## src/rtl/kdtree_stream_loader.sv

```systemverilog
// kd-tree stream loader: turns the serial FIFO word stream into node,
// leaf and query table writes (nodes, then leaves, then queries).
//
// Ports:
//   clk, rst             core clock, synchronous active-high reset
//   load_kdtree          one-cycle start pulse (ignored unless idle)
//   in_fifo_*            FWFT FIFO read side (rempty_n, rdata, rdeq)
//   node_w*              internal-node table write (addr, idx, median)
//   leaf_w*              leaf memory write (addr, slot, patch, pidx)
//   query_w*             query buffer write (addr, patch)
//   busy, load_done      load in progress / load completed (level)
module kdtree_stream_loader #(
  parameter int DATA_WIDTH = 11,
  parameter int PATCH_SIZE = 5,
  parameter int LEAF_SIZE  = 8,
  parameter int NUM_LEAVES = 64,
  parameter int NUM_QUERYS = 494,
  parameter int IDX_WIDTH  = 3,
  localparam int AW = $clog2(NUM_LEAVES),
  localparam int SW = $clog2(LEAF_SIZE),
  localparam int QW = $clog2(NUM_QUERYS),
  localparam int CW = $clog2(PATCH_SIZE + 1),
  localparam int PW = PATCH_SIZE * DATA_WIDTH
) (
  input  logic                  clk,
  input  logic                  rst,
  input  logic                  load_kdtree,
  input  logic                  in_fifo_rempty_n,
  input  logic [DATA_WIDTH-1:0] in_fifo_rdata,
  output logic                  in_fifo_rdeq,
  output logic                  node_wen,
  output logic [AW-1:0]         node_waddr,
  output logic [IDX_WIDTH-1:0]  node_widx,
  output logic [DATA_WIDTH-1:0] node_wmedian,
  output logic                  leaf_wen,
  output logic [AW-1:0]         leaf_waddr,
  output logic [SW-1:0]         leaf_wslot,
  output logic [PW-1:0]         leaf_wpatch,
  output logic [DATA_WIDTH-1:0] leaf_wpidx,
  output logic                  query_wen,
  output logic [QW-1:0]         query_waddr,
  output logic [PW-1:0]         query_wpatch,
  output logic                  busy,
  output logic                  load_done
);

  typedef enum logic [2:0] {
    S_IDLE,
    S_NODES,
    S_LEAVES,
    S_QUERIES,
    S_DONE
  } state_t;

  localparam logic [AW-1:0] LAST_NODE  = AW'(NUM_LEAVES - 2);
  localparam logic [AW-1:0] LAST_LEAF  = AW'(NUM_LEAVES - 1);
  localparam logic [SW-1:0] LAST_SLOT  = SW'(LEAF_SIZE - 1);
  localparam logic [QW-1:0] LAST_QUERY = QW'(NUM_QUERYS - 1);
  localparam logic [CW-1:0] LAST_COMP  = CW'(PATCH_SIZE - 1);
  localparam logic [CW-1:0] PIDX_COMP  = CW'(PATCH_SIZE);

  state_t                                 state;
  logic [CW-1:0]                          comp;
  logic [AW-1:0]                          node_cnt;
  logic [AW-1:0]                          leaf_cnt;
  logic [SW-1:0]                          slot_cnt;
  logic [QW-1:0]                          query_cnt;
  logic [IDX_WIDTH-1:0]                   idx_q;
  logic [PATCH_SIZE-1:0][DATA_WIDTH-1:0]  patch_q;
  logic [PW-1:0]                          query_patch;
  logic                                   take;

  assign in_fifo_rdeq = busy & in_fifo_rempty_n;
  assign take         = in_fifo_rdeq;

  // Query records end on the last component itself, so the written
  // patch merges the head word into the top component slot.
  always_comb begin
    query_patch = patch_q;
    query_patch[PW-1 -: DATA_WIDTH] = in_fifo_rdata;
  end

  always_ff @(posedge clk) begin
    if (rst) begin
      state        <= S_IDLE;
      comp         <= '0;
      node_cnt     <= '0;
      leaf_cnt     <= '0;
      slot_cnt     <= '0;
      query_cnt    <= '0;
      idx_q        <= '0;
      patch_q      <= '0;
      node_wen     <= 1'b0;
      node_waddr   <= '0;
      node_widx    <= '0;
      node_wmedian <= '0;
      leaf_wen     <= 1'b0;
      leaf_waddr   <= '0;
      leaf_wslot   <= '0;
      leaf_wpatch  <= '0;
      leaf_wpidx   <= '0;
      query_wen    <= 1'b0;
      query_waddr  <= '0;
      query_wpatch <= '0;
      busy         <= 1'b0;
      load_done    <= 1'b0;
    end else begin
      node_wen  <= 1'b0;
      leaf_wen  <= 1'b0;
      query_wen <= 1'b0;
      unique case (state)
        S_IDLE: begin
          if (load_kdtree) begin
            state     <= S_NODES;
            busy      <= 1'b1;
            load_done <= 1'b0;
            comp      <= '0;
            node_cnt  <= '0;
            leaf_cnt  <= '0;
            slot_cnt  <= '0;
            query_cnt <= '0;
          end
        end
        S_NODES: begin
          if (take) begin
            if (comp == '0) begin
              idx_q <= in_fifo_rdata[IDX_WIDTH-1:0];
              comp  <= CW'(1);
            end else begin
              comp         <= '0;
              node_wen     <= 1'b1;
              node_waddr   <= node_cnt;
              node_widx    <= idx_q;
              node_wmedian <= in_fifo_rdata;
              node_cnt     <= node_cnt + 1'b1;
              if (node_cnt == LAST_NODE) state <= S_LEAVES;
            end
          end
        end
        S_LEAVES: begin
          if (take) begin
            if (comp == PIDX_COMP) begin
              comp        <= '0;
              leaf_wen    <= 1'b1;
              leaf_waddr  <= leaf_cnt;
              leaf_wslot  <= slot_cnt;
              leaf_wpatch <= patch_q;
              leaf_wpidx  <= in_fifo_rdata;
              if (slot_cnt == LAST_SLOT) begin
                slot_cnt <= '0;
                leaf_cnt <= leaf_cnt + 1'b1;
                if (leaf_cnt == LAST_LEAF) state <= S_QUERIES;
              end else begin
                slot_cnt <= slot_cnt + 1'b1;
              end
            end else begin
              patch_q[comp] <= in_fifo_rdata;
              comp          <= comp + 1'b1;
            end
          end
        end
        S_QUERIES: begin
          if (take) begin
            if (comp == LAST_COMP) begin
              comp         <= '0;
              query_wen    <= 1'b1;
              query_waddr  <= query_cnt;
              query_wpatch <= query_patch;
              query_cnt    <= query_cnt + 1'b1;
              if (query_cnt == LAST_QUERY) begin
                state <= S_DONE;
                busy  <= 1'b0;
              end
            end else begin
              patch_q[comp] <= in_fifo_rdata;
              comp          <= comp + 1'b1;
            end
          end
        end
        S_DONE: begin
          state     <= S_IDLE;
          load_done <= 1'b1;
        end
        default: state <= S_IDLE;
      endcase
    end
  end

endmodule

```

## config.mk

```make
export PLATFORM = sky130hd
export DESIGN_NAME = kdtree_stream_loader
export DESIGN_NICKNAME = d
export VERILOG_FILES = /design/src/rtl/kdtree_stream_loader.sv
export SDC_FILE = /design/constraint.sdc
export NUM_CORES = 1
export LEC_CHECK = 0
export BUFFER_PORTS_ARGS = -buffer_cell sky130_fd_sc_hd__clkbuf_2
export CELL_PAD_IN_SITES_DETAIL_PLACEMENT = 0
export CELL_PAD_IN_SITES_GLOBAL_PLACEMENT = 1
export CORE_MARGIN = 2
export CORE_UTILIZATION = 44
export CTS_CLUSTER_DIAMETER = 100
export DETAILED_ROUTE_END_ITERATION = 10
export PLACE_DENSITY_LB_ADDON = 0.1
export RECOVER_POWER = 100
export SLEW_MARGIN = 20
export SYNTH_ARGS = -nofsm -noshare
export SYNTH_HDL_FRONTEND = slang
export SYNTH_SLANG_ARGS = --single-unit
export TNS_END_PERCENT = 10
```

## constraint.sdc

```tcl
create_clock -name clk -period 4.78 [get_ports clk]
set_input_delay 0.717 -clock clk [delete_from_list [all_inputs] [get_ports clk]]
set_output_delay 0.717 -clock clk [all_outputs]
set_load 0.01 [all_outputs]
```

Word level (Yosys, flattened, before mapping):

Index checks and enable logic that the tools add are counted.
Widths: inputs -> output; s select.

* register bits: 252
* input bits: 15
* output and inout bits: 165
* word-level logic and storage cells: 141

* $add $sub $neg: 5
* $lt $le $gt $ge: 2
* eq/ne operators: 23
* muxes and demuxes: 54
* bitwise logic cells: 6
* reduce and logical (&&, ||, !) cells: 25

Operators by type and width (number)
* $mux 55: 4
* $pmux 55 s2: 1
* $mux 3: 20
* $bwmux 55: 1
* $mux 6: 6
* $demux 11 s3: 1
* $mux 9: 3
* $ne 2x2->1 const B: 13
* $pmux 3 s4: 2
* $pmux 6 s2: 2
* $reduce_and 5->1: 4
* $pmux 9 s2: 1
* $add 6x1->6 const B: 2
* $eq 3x3->1 const B: 4
* $eq 6x6->1 const B: 2
* $reduce_and 3->1: 4
* $reduce_and 4->1: 3
* $mux 11: 1
* $reduce_and 11->1: 1
* $reduce_bool 2->1: 5
* $add 9x1->9 const B: 1
* $eq 9x9->1 const B: 1
* $mux 1: 9
* $reduce_or 3->1: 3
* 13 further kinds: 21

Longest topological paths before layout:

* word-level depth: 8
* depth in mapped cells: 8
* gate-level depth less buffers: 7

Worst setup path after synthesis:

No wires, ideal clock.

* kind: register to register
* start point: register comp[0]
* end point: register state[1]
* library setup time: 0.116 ns
* arrival time: 1.856 ns
* required time: 4.664 ns
* setup slack: 2.808 ns
* stages on the path, launching flop included: 8
* buffers on the path: 0
* clock period less this slack: 1.972 ns
* cells stage by stage: dfxtp_1 inv_1 ha_1 nor2b_1 nor3_1 o221ai_2 or4_1 o211a_1

* word-level cells in the longest chain between the ends: 3
* elaborated cells on any way between the ends: 7
* those cells by class: 5 x eq/ne; 2 x reduce/logical

RTL lines
* start, declared: RTL line 63 `logic [CW-1:0] comp;`
* start signal, assigned: RTL line 158 `comp <= comp + 1'b1;`
* start signal, assigned: RTL line 176 `comp <= comp + 1'b1;`
* $eq 3x3->1 (tied with other cells): RTL line 142 `if (comp == PIDX_COMP) begin`
* $ne 2x2->1 (no source line)
* $reduce_and 11->1 (no source line) (*)
* end signal, assigned: RTL line 136 `if (node_cnt == LAST_NODE) state <= S_LEAVES;`
* end signal, assigned: RTL line 152 `if (leaf_cnt == LAST_LEAF) state <= S_QUERIES;`
* end signal, assigned: RTL line 171 `state <= S_DONE;`
* end, declared: RTL line 62 `state_t state;`

Every way passes the cells marked *; elsewhere a longest branch is shown, timed or not.
A chain may end at the register's enable or synchronous reset.

Worst setup path in the final report:

* start point: register state[2]
* end point: register query_wpatch[12]

* word-level cells in the longest chain between the ends: 2

RTL lines
* start signal, assigned: RTL line 85 `state <= S_IDLE;`
* start signal, assigned: RTL line 114 `state <= S_NODES;`
* start signal, assigned: RTL line 136
* $eq 3x2->1: RTL line 111 `unique case (state)`
* $reduce_and 3->1 (no source line)
* end signal, assigned: RTL line 168 `query_wpatch <= query_patch;`
* end, declared: RTL line 42 `output logic [PW-1:0] query_wpatch,`

Every way passes these cells.

==> results.toml <==
[run_status]
status = "finished with violations"
violations = "capacitance limit, slew limit"

[clock_network]
ctsRootBufferMaster = "clkbuf_16"
clkTransAtPathRegs_ns = 0.06
cts_hold_buf = 0
post-cts-setup-buffers = 0
htreeDepth = 1
cts_sinks = 252
clkLatencyLatePin_ns = 0.53
numCtsBuffers = 28
post_cts_resized = 0
cts_tree = "built"
cts_max_path_buffers = 3

[cells_and_area]
fin_util_pct = 53.01
area_growth_pct = 17.84
n_antenna_cell = 0
final_cell_mix = "324 x nand2_1, 252 x dfxtp_1, 168 x a21oi_1"
final_common_cell = "nand2_1"
drive_gt1_share_pct = 7.845
fin_nets = 1265

[logic_synthesis]
synth_edf_count = 0
synth.distinct_cells = 56
synthArstFlopShare_pct = 0
yosysSeqAreaShare_pct = 53.01
synth_area_per_cell_um2 = 8.628
syn_inst = 1103
syn_nets = 1128
synth-seq-cells = 252
synth_area_um2 = 9517
yosysTopAreaCellShare_pct = 53.01
ys_top_cells_by_area = "dfxtp_1 53%, nand2_1 13%, a21oi_1 8.8%"
synth_top_area_cell = "dfxtp_1"
synth_ff_type = "dfxtp_1"
ys_warn_count = 0

[sta]
max_freq_ghz = 0.2738
worst_pin_slew_ns = 2.716
worst_slack_ns = 1.128
min_period_ns = 3.652
skew_ns = 0.01173
tns_ns = 0
whs_ns = 0.4521
setup_viol = 0
final_max_slew_viol_count = 218
hold_viol_final = 0
slew_headroom_pct = -81.09
rsz0062_at_grt = "false"
min_period_over_period_pct = 76.40

[power_and_ir_drop]
comb_power_share_pct = 8.5
p_clk_share_pct = 46.4
internal_power_w = 0.003678
p_per_area_nw_per_um2 = 434.1
leakagePower_nw = 3.879
power_frac_seq_pct = 45.1
power_switching_w = 0.001191
ir_drop_mv = 0.2580
p_sw_share_pct = 24.46

[setup_path]
critPathLaunchType = "flop"
path_buf_inv = 1
critPathTopFamily = "simple AND/OR/NAND/NOR gates"
path_cells = "nand4b_1 > or2_1 > buf_4 > nand2_1 > a21oi_1"
cp_max_fo = 45
cp.arrival_ns = 4.06
worstPathRequired_ns = 5.19
worstSetupPathType = "reg -> reg"
slowest_delay_ns = 1.44
crit_path_top_delay_cell = "or2_1"
crit_path_end_kind = "flop"

[floorplanning]
die_h_um = 151.1
die_x_um = 151.1
rows = 53
pin_count = 180
coreArea_um2 = 21150
dieArea_um2 = 22820
start_util_pct = 44.99

[min_path]
hold_path_class = "reg -> reg"

[detailed_routing]
dr.pass1.iters = 6
via_count = 7771
viasPerCell = 5.056
wl_per_cell_um = 16.54
drt-initial-drc-count = 417
drt-total-wl_um = 25430
final_antenna_net_count = 0
drc = 0

[place]
dp_slack_ns = 1.859
dp_hpwl_um = 15830
port_buffers = 179
place_congestion = 0.8183

[run]
maxCapViolCount = 3

[grt]
use_met1_pct = 31.22
grt_max_degree = 132
met2_usage_pct = 33.20
use_met3_pct = 4.247
grt_pass1_vias = 7072
gr-total-overflow = 0
grt_pass1_wl_um = 38700
grt_antenna_before_repair = 0
track_usage_pct = 21.55
grt_busiest_layer = "met2"
-- stage by stage --
step | cells | area [um2] | total power [W]
after floorplan | 1103 | 9517 | 0.002565
after global placement | 1485 | 10460 | 0.002666
after detailed placement | 1485 | 10460 | 0.002666
after CTS | 1537 | 11450 | 0.004929
after global routing | 1537 | 11210 | 0.005054
final | 1537 | 11210 | 0.004869
-- worst paths after layout --
check	start	end	slack, ns	depth (start not counted)
worst max-delay path	state[2]	query_wpatch[12]	1.13	5
worst min-delay path	query_wpatch[8]	query_wpatch[8]	0.45	2
worst max register to register	state[2]	query_wpatch[12]	1.13	5
worst min register to register	query_wpatch[8]	query_wpatch[8]	0.45	2
-- worst min-delay path, stage by stage (launching register included) --
cell and delay (ns):
dfxtp_1 0.30, nand2_1 0.05, a21oi_1 0.05
-- power groups by stage --
stage / clock (W) / sequential, W / combinational, W
floorplan: 0 / 0.00220 / 0.000362
global placement: 0 / 0.00224 / 0.000422
detailed placement: 0 / 0.00224 / 0.000422
CTS: 0.00231 / 0.00220 / 0.000423
global route: 0.00240 / 0.00220 / 0.000456
finish: 0.00226 / 0.00219 / 0.000416
-- synthesized netlist by cell type (3+ instances only) --
master	instances
nor3b_1	3
nor4_1	4
nand4_1	6
nand2b_1	5
xor2_1	4
dfxtp_1	252
nand2_1	324
ha_1	10
o21ai_0	4
nor3_1	9
mux2i_1	62
buf_4	6
nor2_1	95
nand3_1	11
buf_2	24
xnor2_1	13
inv_1	5
buf_6	7
clkbuf_1	45
a21oi_1	168
-- kinds of logic after synthesis --
logic type	after synthesis	synth area share [%]
adder cells (fa/ha/maj)	10	1.315
AO/OA/AOI/OAI	188	10.78
multiplexers	63	6.640
buffers and inverters	88	4.575
XOR/XNOR	17	1.565
flip-flops	252	53.01
AND/OR/NAND/NOR	485	22.11
-- flip-flops by register name, summed over array words and instances (netlist names), 3 cells and up --
| signal | flops |
|---|---|
| node_widx | 3 |
| leaf_waddr | 6 |
| patch_q | 55 |
| leaf_wpidx | 11 |
| leaf_wpatch | 55 |
| node_waddr | 6 |
| node_cnt | 6 |
| query_wpatch | 55 |
| query_waddr | 9 |
| idx_q | 3 |
| node_wmedian | 11 |
| comp | 3 |
| state | 3 |
| leaf_cnt | 6 |
| leaf_wslot | 3 |
| slot_cnt | 3 |
| query_cnt | 9 |
-- routing by layer --
metal  share of wire [%]  wire length (um)
met1                  48             12300
met2                  44             11120
met3                 6.2              1577
met4                 1.7               423
met5                   0                 0
-- cell type report --
type | instances | area (um2)
clock inverter | 16 | 188.9
fill | 2119 | 9940
tap | 275 | 344.1
inverter | 6 | 22.52
multi-input combinational | 763 | 4034
timing repair buffer | 189 | 778.2
clock buffer | 36 | 802.0
sequential | 252 | 5045
(Power assumes the default switching activity.)
